[config.mk]
export PLATFORM = sky130hd
export DESIGN_NAME = apb_protocol_monitor
export DESIGN_NICKNAME = d
export VERILOG_FILES = /design/src/rtl/apb_mon_pkg.sv /design/src/rtl/apb_mon_sat_counter.sv /design/src/rtl/apb_protocol_monitor.sv
export SDC_FILE = /design/constraint.sdc
export NUM_CORES = 1
export LEC_CHECK = 0
export ABC_AREA = 1
export BUFFER_PORTS_ARGS = -buffer_cell sky130_fd_sc_hd__buf_4
export CORE_UTILIZATION = 58
export DETAILED_ROUTE_END_ITERATION = 12
export GPL_TIMING_DRIVEN = 0
export HOLD_SLACK_MARGIN = 0.02
export PLACE_DENSITY = 0.9
export SYNTH_ARGS = -nofsm -noshare
export SYNTH_HDL_FRONTEND = slang
export SYNTH_SLANG_ARGS = --single-unit
export TNS_END_PERCENT = 30
[constraint.sdc]
create_clock -name pclk -period 4.2 [get_ports pclk]
set_input_delay 0.84 -clock pclk [delete_from_list [all_inputs] [get_ports pclk]]
set_output_delay 0.84 -clock pclk [all_outputs]
set_load 0.01 [all_outputs]
[src/rtl/apb_mon_pkg.sv]
// Shared types for the APB protocol monitor: FSM states, rule bit positions
// and the control part of the per-transfer reference snapshot.
package apb_mon_pkg;

    typedef enum logic [1:0] {
        IDLE   = 2'd0,
        SETUP  = 2'd1,
        ACCESS = 2'd2
    } apb_state_e;

    localparam int ERR_W                 = 7;
    localparam int ERR_SETUP_NO_ACCESS   = 0;
    localparam int ERR_UNSTABLE          = 1;
    localparam int ERR_ENABLE_NO_SEL     = 2;
    localparam int ERR_SEL_MULTI         = 3;
    localparam int ERR_TIMEOUT           = 4;
    localparam int ERR_READ_STRB         = 5;
    localparam int ERR_ENABLE_AFTER_DONE = 6;

    typedef struct packed {
        logic [2:0] prot;
        logic       nse;
        logic       write;
    } snap_ctrl_t;

endpackage

[src/rtl/apb_mon_sat_counter.sv]
// Saturating up-counter: one cycle from inc_i to cnt_o, sticks at all-ones.
// No backpressure; synchronous active-high reset.
module apb_mon_sat_counter #(
    parameter int W = 16
) (
    input  logic         clk_i,
    input  logic         rst_i,
    input  logic         inc_i,
    output logic [W-1:0] cnt_o
);

    logic [W-1:0] cnt_q, cnt_d;

    always_comb begin
        cnt_d = cnt_q;
        if (inc_i && (cnt_q != '1)) begin
            cnt_d = cnt_q + 1'b1;
        end
    end

    always_ff @(posedge clk_i) begin
        if (rst_i) begin
            cnt_q <= '0;
        end else begin
            cnt_q <= cnt_d;
        end
    end

    assign cnt_o = cnt_q;

endmodule

[src/rtl/apb_protocol_monitor.sv]
// Passive APB4/APB5 checker: rule pulses one cycle after the offending bus cycle,
// sticky status/first-error capture one cycle later; never drives or stalls the bus.
module apb_protocol_monitor
    import apb_mon_pkg::*;
#(
    parameter int ADDR_WIDTH = 32,
    parameter int DATA_WIDTH = 32,
    parameter int NUM_SEL    = 1,
    parameter int MAX_WAIT   = 16,
    parameter int CNT_WIDTH  = 16
) (
    input  logic                    pclk,
    input  logic                    preset,
    input  logic [ADDR_WIDTH-1:0]   paddr,
    input  logic [2:0]              pprot,
    input  logic                    pnse,
    input  logic [NUM_SEL-1:0]      psel,
    input  logic                    penable,
    input  logic                    pwrite,
    input  logic [DATA_WIDTH-1:0]   pwdata,
    input  logic [DATA_WIDTH/8-1:0] pstrb,
    input  logic                    pready,
    input  logic                    pslverr,
    input  logic                    err_clr,
    output logic [ERR_W-1:0]        err_pulse,
    output logic [ERR_W-1:0]        err_sticky,
    output logic                    irq,
    output logic [ADDR_WIDTH-1:0]   err_addr,
    output logic [ERR_W-1:0]        err_code,
    output logic [CNT_WIDTH-1:0]    wr_cnt,
    output logic [CNT_WIDTH-1:0]    rd_cnt,
    output logic [CNT_WIDTH-1:0]    slverr_cnt
);

    localparam int WW = $clog2(MAX_WAIT + 2);

    typedef struct packed {
        logic [ADDR_WIDTH-1:0]   addr;
        logic [NUM_SEL-1:0]      sel;
        logic [DATA_WIDTH-1:0]   data;
        logic [DATA_WIDTH/8-1:0] strb;
        snap_ctrl_t              ctrl;
    } snap_t;

    apb_state_e            state_q, state_d, phase;
    snap_t                 snap_q, snap_d;
    logic [WW-1:0]         wait_q, wait_d, wait_base, wait_inc;
    logic                  done_q;
    logic [ADDR_WIDTH-1:0] pend_addr_q, err_addr_q;
    logic [ERR_W-1:0]      rules, err_pulse_q, err_sticky_q, err_code_q;
    logic                  any_sel, completion, unstable, capture;

    // state_q is the phase the bus owes us this cycle; phase is what it actually is.
    always_comb begin
        any_sel = |psel;
        phase   = IDLE;
        case (state_q)
            SETUP:   phase = any_sel ? (penable ? ACCESS : SETUP) : IDLE;
            ACCESS:  phase = ACCESS;
            default: phase = (any_sel && !penable) ? SETUP : IDLE;
        endcase
        completion = (phase == ACCESS) && pready;
        state_d    = completion ? IDLE : phase;

        snap_d = snap_q;
        if (phase == SETUP) begin
            snap_d.addr       = paddr;
            snap_d.sel        = psel;
            snap_d.data       = pwdata;
            snap_d.strb       = pstrb;
            snap_d.ctrl.prot  = pprot;
            snap_d.ctrl.nse   = pnse;
            snap_d.ctrl.write = pwrite;
        end

        // Count saturates at MAX_WAIT so the equality can only be crossed once.
        wait_base = (state_q == SETUP) ? '0 : wait_q;
        wait_inc  = wait_base + 1'b1;
        wait_d    = '0;
        if (phase == ACCESS) begin
            wait_d = (!pready && (wait_base != WW'(MAX_WAIT))) ? wait_inc : wait_base;
        end

        unstable = (paddr != snap_q.addr) || (psel != snap_q.sel) ||
                   (pprot != snap_q.ctrl.prot) || (pnse != snap_q.ctrl.nse) ||
                   (pwrite != snap_q.ctrl.write) || (pstrb != snap_q.strb) ||
                   (snap_q.ctrl.write && (pwdata != snap_q.data));

        rules                        = '0;
        rules[ERR_SETUP_NO_ACCESS]   = (state_q == SETUP) && !(any_sel && penable);
        rules[ERR_UNSTABLE]          = (phase == ACCESS) && unstable;
        rules[ERR_ENABLE_NO_SEL]     = penable && !any_sel;
        rules[ERR_SEL_MULTI]         = (psel & (psel - 1'b1)) != '0;
        rules[ERR_TIMEOUT]           = (MAX_WAIT != 0) && (phase == ACCESS) && !pready &&
                                       (wait_inc == WW'(MAX_WAIT));
        rules[ERR_READ_STRB]         = (phase == ACCESS) && !pwrite && (pstrb != '0);
        rules[ERR_ENABLE_AFTER_DONE] = done_q && penable;
    end

    assign capture = (err_pulse_q != '0) && ((err_sticky_q == '0) || err_clr);

    always_ff @(posedge pclk) begin
        if (preset) begin
            state_q      <= IDLE;
            snap_q       <= '0;
            wait_q       <= '0;
            done_q       <= 1'b0;
            pend_addr_q  <= '0;
            err_pulse_q  <= '0;
            err_sticky_q <= '0;
            err_code_q   <= '0;
            err_addr_q   <= '0;
        end else begin
            state_q      <= state_d;
            snap_q       <= snap_d;
            wait_q       <= wait_d;
            done_q       <= completion;
            // Address travels with the pulse so capture reports the offending cycle.
            pend_addr_q  <= (state_q != IDLE) ? snap_q.addr : paddr;
            err_pulse_q  <= rules;
            err_sticky_q <= err_clr ? err_pulse_q : (err_sticky_q | err_pulse_q);
            if (capture) begin
                err_code_q <= err_pulse_q;
                err_addr_q <= pend_addr_q;
            end
        end
    end

    apb_mon_sat_counter #(.W(CNT_WIDTH)) u_wr_cnt (
        .clk_i (pclk),
        .rst_i (preset),
        .inc_i (completion && pwrite),
        .cnt_o (wr_cnt)
    );

    apb_mon_sat_counter #(.W(CNT_WIDTH)) u_rd_cnt (
        .clk_i (pclk),
        .rst_i (preset),
        .inc_i (completion && !pwrite),
        .cnt_o (rd_cnt)
    );

    apb_mon_sat_counter #(.W(CNT_WIDTH)) u_slverr_cnt (
        .clk_i (pclk),
        .rst_i (preset),
        .inc_i (completion && pslverr),
        .cnt_o (slverr_cnt)
    );

    assign err_pulse  = err_pulse_q;
    assign err_sticky = err_sticky_q;
    assign irq        = |err_sticky_q;
    assign err_code   = err_code_q;
    assign err_addr   = err_addr_q;

endmodule

---- Word-level counts from Yosys, hierarchy flattened ----
Cells that the tools add are included.
word-level totals
  register bits ........................... 215
  input port bits ......................... 80
  output and inout bits ................... 102
  logic and storage cells ................. 89
operators by class
  add/sub/neg operators ................... 5
  equality and inequality tests ........... 16
  muxes and demuxes ....................... 8
  bitwise operators ....................... 3
  reduce and logical (&&, ||, !) cells .... 39
operators by type and width
  operator                 count
  $ne A32 B32 Y1           2
  $add A16 B1 Y16 const B  3
  $ne A16 B16 Y1 const B   3
  $mux W32                 1
  $logic_and A1 B1 Y1      20
  $mux W5                  2
  $logic_not A7 Y1         1
  $logic_or A1 B1 Y1       7
  $mux W7                  1
  $or A7 B7 Y7             1
  $reduce_bool A7 Y1       1
  $reduce_or A7 Y1         1
  $add A5 B1 Y5 const B    1
  $eq A5 B5 Y1 const B     1
  $logic_not A1 Y1         5
  $ne A5 B5 Y1 const B     1
  $eq A2 B1 Y1 const B     2
  $eq A2 B2 Y1 const B     2
  $mux W2                  2
  $ne A4 B4 Y1             1
  $pmux W2 S2              1
  $reduce_bool A4 Y1       1
  $reduce_or A2 Y1         2
  $ne A1 B1 Y1             3
  other kinds (6)          6

---- Longest topological paths before layout ----
Gate-level depths: netlist of run 1.
  depth in word-level cells ............... 8
  mapped depth ............................ 12
  gate-level depth less buffers ........... 11

---- Modules after synthesis ----
Synthesis of run 1 repeated with hierarchy kept, for this count alone.
unflattened totals
  cell total of the unflattened synthesis .. 1350
  area, all modules ....................... 9630.5 um^2
modules (own cells, without submodules)
  module                times used  cells each  area an instance (um^2)  seq. area each (um^2)
  apb_protocol_monitor  1           903         6841.6                   3283.1
  apb_mon_sat_counter   3           149         929.6                    320.3

---- Worst setup path before layout of run 1 ----
OpenSTA, ideal clock, no wires.
  kind .................................... input to register
  start ................................... input port penable
  end ..................................... register u_slverr_cnt.cnt_q[11], in the netlist u_slverr_cnt.cnt_o[11]
  library setup time ...................... 138 ps
  arrival ................................. 1859 ps
  data required time ...................... 4062 ps
  setup slack ............................. 2203 ps
  cell stages on the path ................. 10
  buffers on the path ..................... 1
  cell sequence ........................... nand2_1 > o21bai_2 > nand2_2 > nor2_4 > nand2_4 > nor2_8 > nand2_2 > buf_6 > nand2_1 > a21oi_2
between the ends
  word-level cells in the longest chain between the ends .. 8
  elaborated cells on any way between the ends .. 10
  those cells by class .................... eq/ne: 1; mux: 4; reduce/logical: 5
ends and longest elaborated chain
  item                     line                         text
  from (decl)              apb_protocol_monitor.sv:18   input logic penable,
  $logic_not A1 Y1         apb_protocol_monitor.sv:60   default: phase = (any_sel && !penable) ? SETUP : IDLE;
  $logic_and A1 B1 Y1      apb_protocol_monitor.sv:60
  $mux W1                  apb_protocol_monitor.sv:60
  $pmux W2 S2 (*)          apb_protocol_monitor.sv:57   case (state_q)
  $eq A2 B2 Y1 (*)         apb_protocol_monitor.sv:62   completion = (phase == ACCESS) && pready;
  $logic_and A1 B1 Y1 (*)  apb_protocol_monitor.sv:62
  $logic_and A1 B1 Y1 (*)  apb_protocol_monitor.sv:146  .inc_i (completion && pslverr),
  $logic_and A1 B1 Y1 (*)  apb_mon_sat_counter.sv:16    if (inc_i && (cnt_q != '1)) begin
  to (signal assigned)     apb_mon_sat_counter.sv:25    cnt_q <= cnt_d;
  to (decl)                apb_mon_sat_counter.sv:12    logic [W-1:0] cnt_q, cnt_d;
Every way passes the cells marked *; elsewhere a longest branch is shown, timed or not.
A chain may end at the register's enable or synchronous reset.

---- Worst setup path in the final report of run 1 ----
  start ................................... register err_sticky_q[5], in the netlist err_sticky[5]
  end ..................................... output port irq
between the ends
  word-level cells in the longest chain between the ends .. 1
ends and longest elaborated chain
  item                    line                         text
  from (decl)             apb_protocol_monitor.sv:50   logic [ERR_W-1:0] rules, err_pulse_q, err_sticky_q, err_code_q;
  from (signal assigned)  apb_protocol_monitor.sv:121  err_sticky_q <= err_clr ? err_pulse_q : (err_sticky_q | err_pulse_q);
  $reduce_or A7 Y1        apb_protocol_monitor.sv:152  assign irq = |err_sticky_q;
  to (decl)               apb_protocol_monitor.sv:27   output logic irq,
No other way between the ends.

==> impl_metrics.ini, run 1 <==
[sta]
slew_viol_final = 0
setup_violations = 0
hold_viol = 0
worstMarginPinSlew_ns = 0.694
setup_ws_ns = 2.07
slew_headroom_pct = 53.7
period_needed_ns = 2.13
clock_skew_ns = 0.0249
post-route-period-util_pct = 50.7
tns_ns = 0
fmax_mhz = 470
grt_setup_unrepaired = false

[place]
dp.cells = 1770
placed_area_um2 = 11600
pre_cts_ws_ns = 1.70
hpwl_um = 19400
gp_congestion = 0.926
io_buffers = 177

[detailed_routing]
wire_per_inst_um = 14.9
via_count = 9804
remaining_drc_errors = 0
detail-route-antenna-nets = 0
drt_iter0_drc = 925
wl_um = 26900
vias_per_cell = 5.43
firstDrtPassIters = 5

[logic_synthesis]
synth_common_cells = nor2_1 (263), nand2_1 (248), dfxtp_1 (212)
netlist_area_um2 = 9970
synthTopCellsByArea = dfxtp_1 (43%), nor2_1 (9.9%), nand2_1 (9.3%), o21ai_0 (7.3%), xnor2_1 (4.4%)
yosysWarnings = 0
syn_inst = 1371
syn_area_per_cell_um2 = 7.27
synth_async_sr_flop_share_pct = 0
synth_top_area_share_pct = 42.6
yosysSeqAreaShare_pct = 42.6
ys_ff_latch = 212
synth_cell_types = 37
synth_edf_count = 0
synth_flop_cell = dfxtp_1
yosysTopAreaCell = dfxtp_1
yosysMostFrequentCell = nor2_1

[critical_path]
slowest_delay_ns = 0.32
crit_fanout = 3
cpMaxStageDelayCell = dfxtp_1
path_buf_inv = 1
path_cells = nor3_1 -> nand2_1 -> buf_4
critPathLaunchType = flip-flop
cp.arrival_ns = 1.29
critPathKind = reg2out
path_delay_family = flip-flops
crit_path_end_kind = output pin
worstPathRequired_ns = 3.36

[clocking]
cts_tree = built
cts.sinks = 212
post_cts_buffers = 0
cts_root_buf = clkbuf_16
htreeDepth = 1
cts_inserted_buffers = 22
clk_pin_slew_ns = 0.06
clock_latency_ns = 0.52
cts_resized = 0
hold_buffers = 0
max-clock-path-buffers = 3

[floorplan]
fp.dieW_um = 133
fp.dieH_um = 133
start_util_pct = 59.7
die_area_um2 = 17700
rows = 47
core_area_um2 = 16700
ioPinCount = 182

[final_layout]
fin_nets = 1663
final_area_um2 = 12300
postLayoutCoreUtil_pct = 73.5
area_growth_pct = 23.1
antenna_cells = 0
drive_gt1_share_pct = 18.1
layout.cells.non_filler = 1807

[grt]
antenna_found_initial = 0
grt_pass1_wl_um = 43000
grt_pass1_vias = 9055
grtUsageTotal_pct = 29.7
grt-ovfl-total = 0
grt_max_degree = 14

[power_and_ir_drop]
power_density_nw_per_um2 = 369
vdd_drop_max_v = 0.000328
p_leak_uw = 0.00520

[min_path]
min_path_type = reg2reg

[run_status]
status = finished clean

[run]
maxCapViolations = 0
[metal layers]
layer | vias to the layer above | part of all wire [%] | global-route usage, %
li1 | 4808 | - | -
met1 | 4471 | 42 | 39.1
met2 | 455 | 46 | 48.4
met3 | 70 | 9.1 | 5.48
met4 | 0 | 2.9 | 11.3
met5 | - | 0 | 0
[cell usage in the layout, fill, tap and decap left out, types with 44 or more instances in the layout]
master and n:
xnor2_1 50, dfxtp_1 212, nor2_1 263, o21ai_0 146, inv_1 102, buf_4 180
a21oi_1 82, nand3_1 53, clkbuf_1 44, nand2_1 248
[final timing paths]
| check | startpoint | end | slack [ns] | cells after the start |
|---|---|---|---|---|
| max | err_sticky[5] | irq | 2.07 | 3 |
| min | done_q | err_pulse[6] | 0.42 | 2 |
| max reg2reg | state_q[1] | wait_q[2] | 2.09 | 10 |
| min reg2reg | done_q | err_pulse[6] | 0.42 | 2 |
[per-stage QoR]
stage | hold slack, ns | total power (µW)
after CTS | 0.420 | 4540
after global placement | 0.411 | 2670
final | 0.421 | 4530
after floorplan | 0.402 | 2480
after global routing | 0.448 | 4690
after detailed placement | 0.412 | 2690
[state kept, by name (all words and copies together) (netlist names), 6 cells and up]
name	count
u_rd_cnt.cnt_o	16
snap_q	74
pend_addr_q	32
u_slverr_cnt.cnt_o	16
u_wr_cnt.cnt_o	16
err_sticky	6
err_addr	32
err_code	6
err_pulse	6
[layout make-up]
type | count | area (µm²)
Clock inverter | 4 | 31.3
Tap cell | 220 | 275
Fill cell | 1263 | 4430
Buffer | 62 | 302
Sequential cell | 212 | 4240
Clock buffer | 33 | 662
Multi-Input combinational cell | 993 | 5030
Timing Repair Buffer | 177 | 1330
Inverter | 106 | 398
[cell families (layout without fill, tap and decap cells)]
logic type	Yosys count	count (layout)	synth area share, %
XOR/XNOR	77	77	6.76
other	1	3	0.0376
buffers and inverters	168	382	7.02
adder cells (fa/ha/maj)	9	9	1.13
flip-flops	212	212	42.6
AND/OR/NAND/NOR	654	654	29.2
AO/OA/AOI/OAI	250	250	13.3
[where the power goes]
| group | total (µW) | internal (µW) | switching [µW] |
|---|---|---|---|
| registers | 2160 | 2110 | 53.6 |
| clock network | 1870 | 1080 | 782 |
| logic | 498 | 210 | 288 |
[worst reg2reg max path, delay by kind of cell (launching register included)]
family / cells / cell delay [ns]
flip-flops: 1 / 0.33
AO/OA/AOI/OAI: 2 / 0.62
adder cells (fa/ha/maj): 2 / 0.44
buffers and inverters: 4 / 0.46
AND/OR/NAND/NOR: 2 / 0.16
No activity file was read; power rests on OpenSTA's default activity.
==> inputs of run 2 (changes only) <==
--- a/config.mk
+++ b/config.mk
@@ -7,11 +7,11 @@
 export LEC_CHECK = 0
 export ABC_AREA = 1
 export BUFFER_PORTS_ARGS = -buffer_cell sky130_fd_sc_hd__buf_4
-export CORE_UTILIZATION = 58
+export CORE_UTILIZATION = 51
 export DETAILED_ROUTE_END_ITERATION = 12
 export GPL_TIMING_DRIVEN = 0
 export HOLD_SLACK_MARGIN = 0.02
-export PLACE_DENSITY = 0.9
+export PLACE_DENSITY = 0.84
 export SYNTH_ARGS = -nofsm -noshare
 export SYNTH_HDL_FRONTEND = slang
 export SYNTH_SLANG_ARGS = --single-unit
==> constraint.sdc (replaced) <==
create_clock -name pclk -period 1.8 [get_ports pclk]
set_input_delay 0.36 -clock pclk [delete_from_list [all_inputs] [get_ports pclk]]
set_output_delay 0.36 -clock pclk [all_outputs]
set_load 0.01 [all_outputs]
==> run 2 against run 1 <==
Clock power rose to 2.5 times the previous value; die area up 14%; setup slack worse by 2.1 ns; design area up 4.6%; register-to-register slack worse by 2.1 ns; via count up 0.60%; the flow now finishes with violations (negative setup slack); sequential share of layout area down 1.4 points; critical endpoint is now u_wr_cnt.cnt_o[3]; clock skew down 0.013 ns; utilization down 5.7 points; count of clock-buffer cells in the layout down 4.
==> impl_metrics.ini, run 2 (same netlist as run 1, synthesis figures left out) <==
[run_status]
status = finished with violations
violations = negative setup slack

[final_layout]
area_growth_pct = 28.8
largest_register = snap_q
seqCellArea_um2 = 4260
fin_nets = 1684
multi_input_area_um2 = 5190
drive_gt1_share_pct = 22.0
fillers = 1550
largest_reg_flops = 74
final_area_um2 = 12800
layout.cells.non_filler = 1868
layout.cells.most_common_list = nor2_1 (263), nand2_1 (234), dfxtp_1 (205)
final_common_cell = nor2_1

[clocking]
cts_tree = built
cts_inserted_buffers = 23
htreeDepth = 1
hold_buffers = 0
cts.sinks = 212
max-clock-path-buffers = 3
clk_pin_slew_ns = 0.06
cts_root_buf = clkbuf_16
clock_latency_ns = 0.50

[grt]
antenna_found_initial = 1
grt_pass1_vias = 9051
grt_pass1_wl_um = 44200
grtUsageTotal_pct = 27.1
grt-ovfl-total = 0
grt_max_degree = 15

[detailed_routing]
firstDrtPassIters = 5
vias_per_cell = 5.28
wl_um = 28100
drt_iter0_drc = 831
remaining_drc_errors = 0
wire_per_inst_um = 15.0
detail-route-antenna-nets = 0
via_count = 9863

[sta]
clock_skew_ns = 0.0115
hold_viol = 0
period_needed_ns = 1.85
slew_headroom_pct = 50.3
slew_viol_final = 0
post-route-period-util_pct = 103
grt_setup_unrepaired = true
fmax_mhz = 540
tns_ns = -0.723
setup_ws_ns = -0.0532
setup_violations = 37
holdWs_ns = 0.0734
worstMarginPinSlew_ns = 0.745

[critical_path]
critPathLaunchType = flip-flop
worstPathRequired_ns = 2.22
reg2reg_from = state_q[1]
crit_fanout = 6
critPathLaunch = state_q[1]
cp.arrival_ns = 2.27
ff2ff_setup_slack_ns = -0.05
critPathKind = reg2reg
crit_path_end_kind = flip-flop

[place]
pre_cts_ws_ns = -0.279
io_buffers = 177
hpwl_um = 19900
gp_congestion = 0.933
placed_area_um2 = 11600
dp.cells = 1810

[power_and_ir_drop]
vdd_drop_max_v = 0.000645
p_int_uw = 8300
p_leak_uw = 0.00541
power_frac_comb_pct = 10.9
power_frac_seq_pct = 46.1
p_clk_share_pct = 43.0
power_switching_uw = 2650
power_density_nw_per_um2 = 852
switching_share_pct = 24.2

[floorplan]
fp.dieW_um = 142
start_util_pct = 52.6
die_area_um2 = 20100
core_area_um2 = 19000
rows = 50
ioPinCount = 182
fp.dieH_um = 142

[min_path]
min_from = psel
min_path_type = in2reg

[run]
maxCapViolations = 0
==> run 2: cell count changes in the layout (fill, tap and decap cells not counted), moves of 4 or more <==
| cell | before | now |
|---|---|---|
| buf_2 | 9 | 2 |
| buf_4 | 180 | 196 |
| buf_8 | 0 | 5 |
| clkbuf_1 | 44 | 34 |
| clkbuf_2 | 1 | 11 |
| dfxtp_1 | 212 | 205 |
| dfxtp_2 | 0 | 6 |
| ha_1 | 9 | 4 |
| nand2_1 | 248 | 234 |
| nand2_2 | 7 | 16 |
| o21ai_0 | 146 | 141 |
| o21ai_1 | 0 | 4 |
==> run 2: area by class of cell <==
type,instances,share of cell area (%)
Clock inverter,8,0.916
Sequential cell,212,33.1
Buffer,62,2.95
Tap cell,260,2.53
Clock buffer,29,4.89
Multi-Input combinational cell,993,40.4
Inverter,106,3.18
Timing Repair Buffer,197,11.9
Antenna cell,1,0.0195
==> run 2: final timing paths <==
kind,end,depth (start not counted)
min,err_pulse[2],2
min reg2reg,err_pulse[6],2
max,u_wr_cnt.cnt_o[3],11
max reg2reg,u_wr_cnt.cnt_o[3],11
==> run 2: critical path: stages (launching register included) <==
cell and delay (ns):
dfxtp_2 0.34, inv_4 0.07, ha_4 0.15, inv_6 0.05, o21bai_4 0.16, nand2_4 0.09
nor2_4 0.17, nand2_8 0.12, nor2_8 0.17, buf_4 0.17, nand3_1 0.08, a21oi_1 0.19
==> run 2: power groups by stage <==
stage          clock (µW)  combinational, µW  sequential (µW)
5_1_grt              4960               1330             5070
2_1_floorplan           0                647             5150
3_3_place_gp            0               1110             5130
4_1_cts              4780               1170             5040
6_report             4710               1190             5040
3_5_place_dp            0               1140             5140
==> run 2: what timing repair did <==
| item | CTS | global route |
|---|---|---|
| resized for setup | 44 | 48 |
| pin swaps | 12 | 10 |
| setup endpoints to repair | 159 | 130 |
| cloned | 0 | 2 |
| buffers inserted | 13 | 5 |
==> run 2: per-stage QoR <==
stage,total power [µW],util (%)
2_1_floorplan,5790,-
3_3_place_gp,6240,61.4
3_5_place_dp,6280,61.4
4_1_cts,11000,66.7
5_1_grt,11400,67.7
6_report,10900,67.7
==> run 2: metal layers <==
metal / global-route usage (%) / part of all wire (%) / routed length [µm]
met5: 0 / 0 / 0
met4: 9.85 / 3.1 / 880
met3: 5.60 / 8.9 / 2510
met2: 45.2 / 47 / 13300
met1: 34.5 / 41 / 11400
==> inputs of run 3 (changes only) <==
--- a/config.mk
+++ b/config.mk
@@ -7,12 +7,13 @@
 export LEC_CHECK = 0
 export ABC_AREA = 1
 export BUFFER_PORTS_ARGS = -buffer_cell sky130_fd_sc_hd__buf_4
-export CORE_UTILIZATION = 51
+export CORE_UTILIZATION = 50
 export DETAILED_ROUTE_END_ITERATION = 12
 export GPL_TIMING_DRIVEN = 0
 export HOLD_SLACK_MARGIN = 0.02
-export PLACE_DENSITY = 0.84
+export PLACE_DENSITY = 0.83
 export SYNTH_ARGS = -nofsm -noshare
 export SYNTH_HDL_FRONTEND = slang
+export SYNTH_HIERARCHICAL = 1
 export SYNTH_SLANG_ARGS = --single-unit
 export TNS_END_PERCENT = 30
==> run 3 against run 2 <==
The run still ends with negative setup slack left; register-to-register slack worse by 0.21 ns; clock power up 8.7%; maximum frequency shrank 10%; flip-flop and latch count unchanged; critical path depth rose by 6; non-clock buffer count decreased by 2; combinational power about the same; synthesized cell count shrank 1.5%; first-iteration DRC count down 33%.
==> impl_metrics.ini, run 3 <==
[grt]
grt_pass1_wl_um = 42400
antenna_found_initial = 0
grt_max_degree = 14
grtUsageTotal_pct = 26.5
grt_pass1_vias = 9009
grt-ovfl-total = 0

[logic_synthesis]
syn_inst = 1350
synthTopCellsByArea = dfxtp_1 (44%), nor2_1 (14%), nand2_1 (9.2%), o21ai_0 (6.1%), xnor2_1 (5.1%)
synth_cell_types = 36
synth-adder-area-share_pct = 1.17
synth-compound-area-share_pct = 11.6
synth_flop_cell = dfxtp_1
muxShareOfSynthArea_pct = 0
yosysMostFrequentCell = nor2_1
netlist_area_um2 = 9630
synth_top_family_by_area = simple AND/OR/NAND/NOR gates
synth_top_area_share_pct = 44.1
synth_common_cells = nor2_1 (348), nand2_1 (237), dfxtp_1 (212)
synth_edf_count = 0
synth_async_sr_flop_share_pct = 0
yosysSeqAreaShare_pct = 44.1
synthXorXnorAreaFrac_pct = 5.64
yosysTopAreaCell = dfxtp_1
yosysWarnings = 6
yosys.area_share.simple_pct = 30.8
ys_ff_latch = 212
syn_area_per_cell_um2 = 7.13

[floorplan]
ioPinCount = 182
start_util_pct = 51.3
rows = 50
die_area_um2 = 19800
core_area_um2 = 18800
fp.dieH_um = 141
fp.dieW_um = 141

[critical_path]
worstPathRequired_ns = 2.21
reg2reg_depth = 17
reg2reg_from = state_q[1]
cpMaxStageDelayCell = dfxtp_2
critPathLaunchType = flip-flop
cp.arrival_ns = 2.47
crit_fanout = 4
critical_path.most_common_cell = nor2_4
reg2reg_to = u_wr_cnt/cnt_o[14]
ff2ff_setup_slack_ns = -0.27
critPathLaunch = state_q[1]
critPathKind = reg2reg
crit_path_end_kind = flip-flop
path_buf_inv = 5
path_delay_family = simple AND/OR/NAND/NOR gates
slowest_delay_ns = 0.34
path_cells = inv_4 -> ha_4 -> inv_6 -> nor2_4 -> o21ai_4 -> nor2_4 -> nand2_4 -> nor2_4 -> buf_6 -> buf_4 -> nand2_4 -> inv_4 -> nand3_4 -> nor2_4 -> nand3_2 -> nand2_1 -> nor2_1

[final_layout]
layout.cells.non_filler = 1834
largest_reg_flops = 74
antenna_cells = 0
largest_register = snap_q
layout.cells.most_common_list = nor2_1 (333), nand2_1 (221), dfxtp_1 (210)
area_growth_pct = 33.1
final_common_cell = nor2_1
fin_nets = 1672
final_area_um2 = 12800
drive_gt1_share_pct = 25.4

[detailed_routing]
met2_length_um = 13400
wl_um = 27700
detail-route-antenna-nets = 0
drt_iter0_drc = 559
wire_per_inst_um = 15.1
via_count = 9680
remaining_drc_errors = 0
vias_per_cell = 5.28
firstDrtPassIters = 6
highest_layer = met4
dr_wl_met3_um = 2250
met1_length_um = 10900

[sta]
slew_viol_final = 0
clock_skew_ns = 0.0136
setup_violations = 43
slew_headroom_pct = 59.2
post-route-period-util_pct = 115
grt_setup_unrepaired = true
fmax_mhz = 484
setup_ws_ns = -0.266
worstMarginPinSlew_ns = 0.612
period_needed_ns = 2.07
hold_viol = 0

[place]
gp_congestion = 0.938
placed_area_um2 = 11300
hpwl_um = 18900
io_buffers = 178
dp.cells = 1764

[clocking]
cts_inserted_buffers = 24
cts_root_buf = clkbuf_16
clk_pin_slew_ns = 0.06
htreeDepth = 1
cts_tree = built
cts.sinks = 212
clock_latency_ns = 0.52
max-clock-path-buffers = 3

[min_path]
min_from = psel
min_path_cells = 2
min_path_type = in2reg
min_to = err_pulse[2]

[run]
maxCapViolations = 0

[run_status]
violations = negative setup slack
status = finished with violations

[power_and_ir_drop]
p_leak_uw = 0.00551
power_density_nw_per_um2 = 889
vdd_drop_max_v = 0.000616
power_uw = 11400
run 3: cell types whose count changed in the layout (fill, tap and decap cells not counted), moves of 19 or more:
| cell | delta |
|---|---|
| nor2_1 | +70 |
| inv_1 | -28 |
| nor2_4 | +20 |
| nor3_1 | -22 |
| nand3_1 | -30 |
| nor2_2 | +28 |
| o21ai_0 | -24 |
| o21ai_1 | +19 |
| xor2_1 | -22 |
run 3: worst reg2reg max path, stage by stage, from the launching register on:
cell	delay (ns)
dfxtp_2	0.34
inv_4	0.07
ha_4	0.16
inv_6	0.05
nor2_4	0.10
o21ai_4	0.08
nor2_4	0.14
nand2_4	0.11
nor2_4	0.14
buf_6	0.13
buf_4	0.11
nand2_4	0.06
inv_4	0.08
nand3_4	0.10
nor2_4	0.12
nand3_2	0.06
nand2_1	0.09
nor2_1	0.04
run 3: area by class of cell:
type / count / area [µm²]
Buffer: 52 / 329
Clock buffer: 33 / 706
Clock inverter: 10 / 129
Fill cell: 1494 / 5950
Inverter: 91 / 372
Multi-Input combinational cell: 997 / 5170
Sequential cell: 212 / 4250
Tap cell: 234 / 293
Timing Repair Buffer: 205 / 1570
run 3: repair_timing:
item / CTS / global route
hold buffers: 0 / 0
endpoints found under the setup margin: 52 / 110
gates resized for setup: 39 / 87
pin swaps: 30 / 39
buffers inserted: 15 / 12
run 3: logic make-up (layout without fill, tap and decap cells):
group | after synthesis | in the layout
adders and majority gates | 9 | 9
other | 1 | 3
xor gates and xnor gates | 62 | 62
DFF | 212 | 212
buffers and inverters | 143 | 391
and+or+nand+nor | 704 | 704
AOI/OAI and AO/OA | 219 | 219
run 3: routing by layer:
metal  vias to the layer above  global-route usage, %
li1                       4750                      -
met1                      4468                   31.8
met2                       381                   45.9
met3                        81                   5.43
met4                         0                   11.1
met5                         -                      0
run 3: power breakdown:
group	total [µW]	switching, µW	leakage (µW)	internal (µW)
clock network	5120	1960	0.000418	3160
registers	5050	132	0.00174	4920
logic	1220	680	0.00335	543
total	11400	2770	0.00551	8630
run 3: worst max-delay path by stage:
stage / end / slack [ns] / cells past startpoint
floorplan: u_rd_cnt/cnt_o[13] / -0.08 / 15
global placement: u_wr_cnt/cnt_o[14] / -0.42 / 16
detailed placement: u_wr_cnt/cnt_o[14] / -0.46 / 16
CTS: u_wr_cnt/cnt_o[13] / -0.22 / 15
global route: u_wr_cnt/cnt_o[13] / -0.38 / 15
finish: u_wr_cnt/cnt_o[14] / -0.27 / 17
run 3: through the flow:
| step | setup TNS, ns | worst slack [ns] | utilization (%) | hold slack [ns] |
|---|---|---|---|---|
| 2_1_floorplan | -0.392 | -0.0788 | - | 0.402 |
| 3_3_place_gp | -8.63 | -0.425 | 60.4 | 0.406 |
| 3_5_place_dp | -10.40 | -0.463 | 60.4 | 0.411 |
| 4_1_cts | -2.19 | -0.223 | 66.1 | 0.0321 |
| 5_1_grt | -11.60 | -0.381 | 68.3 | 0.0560 |
| 6_report | -5.94 | -0.266 | 68.3 | 0.0454 |
